## src/rtl/ram_pkg.sv

```systemverilog
// Shared types and sizing helpers for the clearable dual-port RAM.
package ram_pkg;

  typedef enum logic {StClear, StIdle} state_e;

  localparam int unsigned DefDataW = 4;
  localparam int unsigned DefAddrW = 4;

  function automatic int unsigned depth_of(int unsigned addr_w);
    return 32'd1 << addr_w;
  endfunction

endpackage

```

## src/rtl/ram_dp_clr_if.sv

```systemverilog
// User-side bus of ram_dp_clr: write port, read port, clear request and status.
interface ram_dp_clr_if
  import ram_pkg::*;
#(
  parameter int unsigned DATA_W = DefDataW,
  parameter int unsigned ADDR_W = DefAddrW
) ();

  logic              csRAM;
  logic              weRAM;
  logic [ADDR_W-1:0] wr_addr;
  logic [DATA_W-1:0] data_in;
  logic              rd_en;
  logic [ADDR_W-1:0] rd_addr;
  logic              clear;
  logic [DATA_W-1:0] data_out;
  logic              rd_valid;
  logic              busy;

  modport master (
    output csRAM, weRAM, wr_addr, data_in, rd_en, rd_addr, clear,
    input  data_out, rd_valid, busy
  );

  modport slave (
    input  csRAM, weRAM, wr_addr, data_in, rd_en, rd_addr, clear,
    output data_out, rd_valid, busy
  );

endinterface

```

## src/rtl/ram_clr_seq.sv

```systemverilog
// Clear sequencer: walks every address once after reset or a clear request,
// emitting a zero-write strobe and address for the top to mux onto the write port.
module ram_clr_seq
  import ram_pkg::*;
#(
  parameter int unsigned ADDR_W = DefAddrW
) (
  input  logic              clk,
  input  logic              reset,
  input  logic              clear,
  output logic              busy,
  output logic              clr_we,
  output logic [ADDR_W-1:0] clr_addr
);

  localparam int unsigned       DEPTH    = depth_of(ADDR_W);
  localparam logic [ADDR_W-1:0] LastAddr = ADDR_W'(DEPTH - 1);

  state_e            state_q;
  logic [ADDR_W-1:0] clr_ptr_q;
  logic              busy_q;

  always_ff @(posedge clk) begin
    if (reset) begin
      state_q   <= StClear;
      clr_ptr_q <= '0;
      busy_q    <= 1'b1;
    end else begin
      unique case (state_q)
        StClear: begin
          // clear is deliberately ignored here; the sweep never restarts itself
          if (clr_ptr_q == LastAddr) begin
            clr_ptr_q <= '0;
            state_q   <= StIdle;
            busy_q    <= 1'b0;
          end else begin
            clr_ptr_q <= clr_ptr_q + 1'b1;
          end
        end
        StIdle: begin
          if (clear) begin
            clr_ptr_q <= '0;
            state_q   <= StClear;
            busy_q    <= 1'b1;
          end
        end
      endcase
    end
  end

  assign busy     = busy_q;
  assign clr_we   = (state_q == StClear);
  assign clr_addr = clr_ptr_q;

endmodule

```

## src/rtl/ram_dp_clr.sv

```systemverilog
// Simple dual-port synchronous RAM with registered read and hardware zero sweep.
// Build option RAM_WRITE_FIRST_EN: same-address read during write returns data_in.
module ram_dp_clr
  import ram_pkg::*;
#(
  parameter int unsigned DATA_W = DefDataW,
  parameter int unsigned ADDR_W = DefAddrW
) (
  input logic         clk,
  input logic         reset,
  ram_dp_clr_if.slave bus
);

  localparam int unsigned DEPTH = depth_of(ADDR_W);

  logic              busy;
  logic              clr_we;
  logic [ADDR_W-1:0] clr_addr;

  ram_clr_seq #(
    .ADDR_W(ADDR_W)
  ) u_seq (
    .clk     (clk),
    .reset   (reset),
    .clear   (bus.clear),
    .busy    (busy),
    .clr_we  (clr_we),
    .clr_addr(clr_addr)
  );

  logic [DATA_W-1:0] mem [DEPTH];

  logic              access_ok;
  logic              wr_fire;
  logic              rd_fire;
  logic              mem_we;
  logic [ADDR_W-1:0] mem_addr;
  logic [DATA_W-1:0] mem_wdata;
  logic [DATA_W-1:0] rd_word;

  // A clear request in IDLE wins over any user access in the same cycle
  assign access_ok = !reset && !busy && !bus.clear;
  assign wr_fire   = access_ok && bus.csRAM && bus.weRAM;
  assign rd_fire   = access_ok && bus.csRAM && bus.rd_en;

  always_comb begin
    mem_we    = clr_we || wr_fire;
    mem_addr  = bus.wr_addr;
    mem_wdata = bus.data_in;
    if (clr_we) begin
      mem_addr  = clr_addr;
      mem_wdata = '0;
    end
  end

  always_ff @(posedge clk) begin
    if (mem_we) begin
      mem[mem_addr] <= mem_wdata;
    end
  end

`ifdef RAM_WRITE_FIRST_EN
  assign rd_word = (wr_fire && (bus.wr_addr == bus.rd_addr)) ? bus.data_in : mem[bus.rd_addr];
`else
  assign rd_word = mem[bus.rd_addr];
`endif

  logic [DATA_W-1:0] data_out_q;
  logic              rd_valid_q;

  always_ff @(posedge clk) begin
    if (reset) begin
      data_out_q <= '0;
      rd_valid_q <= 1'b0;
    end else if (rd_fire) begin
      data_out_q <= rd_word;
      rd_valid_q <= 1'b1;
    end else begin
      rd_valid_q <= 1'b0;
    end
  end

  assign bus.data_out = data_out_q;
  assign bus.rd_valid = rd_valid_q;
  assign bus.busy     = busy;

endmodule

```

## src/flat_wrapper.sv

```systemverilog
// flat-port wrapper written by rule: the top's interface ports become plain ports
module ram_dp_clr_flat import ram_pkg::*;
#(
  parameter int unsigned DATA_W = DefDataW,
  parameter int unsigned ADDR_W = DefAddrW
)
  (clk, reset, bus_csRAM, bus_weRAM, bus_wr_addr, bus_data_in, bus_rd_en, bus_rd_addr, bus_clear, bus_data_out, bus_rd_valid, bus_busy);
  ram_dp_clr_if #(.DATA_W(DATA_W), .ADDR_W(ADDR_W)) bus_i ();
  input logic clk;
  input logic reset;
  input wire logic [$bits(bus_i.csRAM)-1:0] bus_csRAM;
  input wire logic [$bits(bus_i.weRAM)-1:0] bus_weRAM;
  input wire logic [$bits(bus_i.wr_addr)-1:0] bus_wr_addr;
  input wire logic [$bits(bus_i.data_in)-1:0] bus_data_in;
  input wire logic [$bits(bus_i.rd_en)-1:0] bus_rd_en;
  input wire logic [$bits(bus_i.rd_addr)-1:0] bus_rd_addr;
  input wire logic [$bits(bus_i.clear)-1:0] bus_clear;
  output wire logic [$bits(bus_i.data_out)-1:0] bus_data_out;
  output wire logic [$bits(bus_i.rd_valid)-1:0] bus_rd_valid;
  output wire logic [$bits(bus_i.busy)-1:0] bus_busy;
  assign bus_i.csRAM = bus_csRAM;
  assign bus_i.weRAM = bus_weRAM;
  assign bus_i.wr_addr = bus_wr_addr;
  assign bus_i.data_in = bus_data_in;
  assign bus_i.rd_en = bus_rd_en;
  assign bus_i.rd_addr = bus_rd_addr;
  assign bus_i.clear = bus_clear;
  assign bus_data_out = bus_i.data_out;
  assign bus_rd_valid = bus_i.rd_valid;
  assign bus_busy = bus_i.busy;
  ram_dp_clr #(.DATA_W(DATA_W), .ADDR_W(ADDR_W)) u_core (.clk(clk), .reset(reset), .bus(bus_i));
endmodule
```

## config.mk

```make
export PLATFORM = sky130hd
export DESIGN_NAME = ram_dp_clr_flat
export DESIGN_NICKNAME = d
export VERILOG_FILES = /design/src/rtl/ram_pkg.sv /design/src/rtl/ram_dp_clr_if.sv /design/src/rtl/ram_clr_seq.sv /design/src/rtl/ram_dp_clr.sv /design/src/flat_wrapper.sv
export SDC_FILE = /design/constraint.sdc
export NUM_CORES = 1
export LEC_CHECK = 0
export CAP_MARGIN = 20
export CORE_UTILIZATION = 52
export DETAILED_ROUTE_END_ITERATION = 8
export PLACE_DENSITY = 0.75
export SLEW_MARGIN = 20
export SYNTH_ARGS = -nofsm -noshare
export SYNTH_HDL_FRONTEND = slang
export SYNTH_SLANG_ARGS = --single-unit
```

## constraint.sdc

```tcl
create_clock -name clk -period 1.8 [get_ports clk]
set_input_delay 0.36 -clock clk [delete_from_list [all_inputs] [get_ports clk]]
set_output_delay 0.36 -clock clk [all_outputs]
set_load 0.005 [all_outputs]
```

==> summary.md <==
| Metric | Value |
|---|---|
| Num CTS Buffers | 9 |
| Final cell count without fillers | 339 |
| Total wire length | 6170 um |
| CP required | 1.85 ns |
| MaxCap Viol Count | 0 |
| Most frequent cells in the layout | edfxtp_1, buf_4, nor2_1 |
| Worst Hold Class | flop to flop |
| VDD IR max | 502 uV |
| Fin nets | 281 |
| Startpoint Class | input port |
| Fin crit share | 99.1% |
| Initial antenna violation count | 0 |
| Post-synth EDFFs | 64 |
| Synth cell types | 32 |
| Critical path endpoint category | flop |
| Detailed router's first-iteration violation count | 191 |
| Slew HR | 78.1% |
| Tmin final | 1.78 ns |
| Mapped Nets | 216 |
| WL met1 | 2790 um |
| # diodes | 0 |
| Fraction of registers with async set/reset | 0% |
| Vias in the first global route | 1781 |
| Chip Height | 79.7 um |
| RSZ-0062 raised after global routing | true |
| CTS Hold Bufs | 0 |
| Initial core utilization | 55.3% |
| Wire per inst | 18.2 um |
| Leak | 0.00151 uW |
| CTS Root Cell | clkbuf_8 |
| Core area | 5680 um2 |
| H-tree Lvls | 3 |
| Critical path arrival | 1.84 ns |
| Detail Route Antenna Nets | 0 |
| Peak Freq | 561 MHz |
| I/O Buffers | 23 |
| Placed cell count | 320 |
| Post-synthesis cell count | 197 |
| Cell depth of the worst hold path | 1 |
| Final hold vios | 0 |
| Vias/cell | 5.62 |
| Clock Sinks | 75 |
| Register bit total from synthesis | 75 |
| Top_reg_cell synth | edfxtp_1 |
| First-pass GRT wire length | 9540 um |
| DRC | 0 |
| Die extent in x | 79.7 um |
| Top Layer Used | met4 |
| Setup violations, final | 0 |
| Clock buffer depth | 2 |
| I/O pin count | 24 |
| Status | finished, final reports clean |
| GRT overflow | 0 |
| Power per cell area | 829 nW/um2 |
| Vias | 1905 |
| Yosys warnings | 0 |
| Die ar. | 6350 um2 |
| Gr usage total | 21.9% |
| Cells on worst reg2reg path | 5 |
| Crit path max fanout | 4 |
| First-pass detailed-route iteration total | 4 |
| Clock slew at reported path FFs | 0.07 ns |
| Detail Placement HPWL | 4100 um |
| Worst-margin pin slew | 0.326 ns |
| Critical path type | input port to flop |
| Largest net degree at the start of global routing | 30 |
| Synthesized area per cell | 15.9 um2 |
| Skew final | 0.00819 ns |
| Met2 Wirelength | 2880 um |
| Final core utilization | 69.2% |
| Fin. max-slew vios | 0 |
| TritonCTS clock tree | yes |
| Layout area overhead | 25.0% |
| Most common cell after layout, fill and taps aside | edfxtp_1 |
| Final Wtd Congestion | 0.780 |
| Seq/Total Area, Yosys | 68.2% |
| Rows | 27 |
| Share of cells above drive strength 1 | 24.7% |
| Mapped cell area | 3140 um2 |
| Detail Route met3 WL | 405 um |
| Clk_lat worst skew | 0.34 ns |
==> sequential cells by signal, indices dropped and copies added (netlist names) <==
signal and count:
u_core.bus.rd_valid 1, u_core.mem 64, u_core.u_seq.busy 1, u_core.bus.data_out 4, u_core.u_seq.state_q 1, u_core.u_seq.clr_addr 4
==> power breakdown <==
part	total [uW]	internal (uW)	switching, uW
Sequential	1920	1900	18.1
Clock	1080	497	587
Combinational	255	147	108
Total	3250	2540	714
==> cell type report <==
type / count / area, um2
multi-input cells: 108 / 917
inverters: 5 / 18.8
clock inverters: 5 / 30.0
well taps: 72 / 90.1
repair buffers: 63 / 596
clock buffers: 11 / 131
fillers: 395 / 1750
flip-flops and latches: 75 / 2140
==> cell families after synthesis <==
family	share of synthesized area [%]
DFF	68.2
and+or+nand+nor	8.81
AOI/OAI and AO/OA	4.98
muxes	15.1
xor gates and xnor gates	0.279
buffers and inverters	2.19
adders and majority gates	0.399
==> per-stage QoR <==
| step | hold slack [ns] | worst slack (ns) | power (uW) | setup TNS [ns] | instance area [um2] |
|---|---|---|---|---|---|
| after floorplan | 0.461 | 0.0764 | 2070 | 0 | 3140 |
| after global placement | 0.447 | -0.358 | 2190 | -16.20 | 3720 |
| after detailed placement | 0.453 | -0.400 | 2190 | -17.73 | 3720 |
| after CTS | 0.472 | 0.0134 | 3270 | 0 | 3920 |
| after global routing | 0.481 | -0.0363 | 3360 | -0.164 | 3930 |
| final | 0.468 | 0.0170 | 3250 | 0 | 3930 |
==> path summary, 6_finish.rpt <==
path                                            start                             endpoint  slack, ns
setup / recovery                                reset           u_core.mem[5][1]$_DFFE_PP_       0.02
hold / removal    u_core.bus.data_out[2]$_SDFFE_PP0P_  u_core.bus.data_out[2]$_SDFFE_PP0P_       0.47
setup reg to reg       u_core.u_seq.busy$_SDFFE_PP1P_           u_core.mem[5][1]$_DFFE_PP_       0.19
hold reg to reg   u_core.bus.data_out[2]$_SDFFE_PP0P_  u_core.bus.data_out[2]$_SDFFE_PP0P_       0.47
==> what timing repair did <==
item,4_1_cts,5_1_grt
gates resized for setup,2,5
gates cloned,1,0
endpoints found under the setup margin,3,25
buffers inserted,1,1
pin swaps,0,1
==> metal layers <==
layer | vias to the layer above | global-route usage, %
li1 | 898 | -
met1 | 921 | 32.0
met3 | 8 | 5.49
met2 | 78 | 32.4
met5 | - | 0
met4 | 0 | 6.91
==> critical path, stage by stage <==
cell and delay (ns):
clkdlybuf4s50_1 0.49, nor4b_2 0.34, a21bo_2 0.22, nand2_1 0.12
nor2_1 0.15, buf_4 0.16
==> cells in the mapped netlist, drive strengths merged (2+ instances only) <==
cell type   n  share of area (%)
a31oi       2               0.40
nor3        6               0.96
nand3       5               0.80
buf         3               0.88
inv         5               0.60
nand2       8               0.96
mux2i       8                2.6
nor2       29                3.5
a211o       4                1.1
mux4       16                 13
a21oi       6               0.96
o21ai       4               0.64
clkbuf      6               0.72
and2        4               0.80
edfxtp     64                 61
nor3b       2               0.48
nand2b      2               0.40
dfxtp      11                7.0
(Power assumes the default switching activity.)
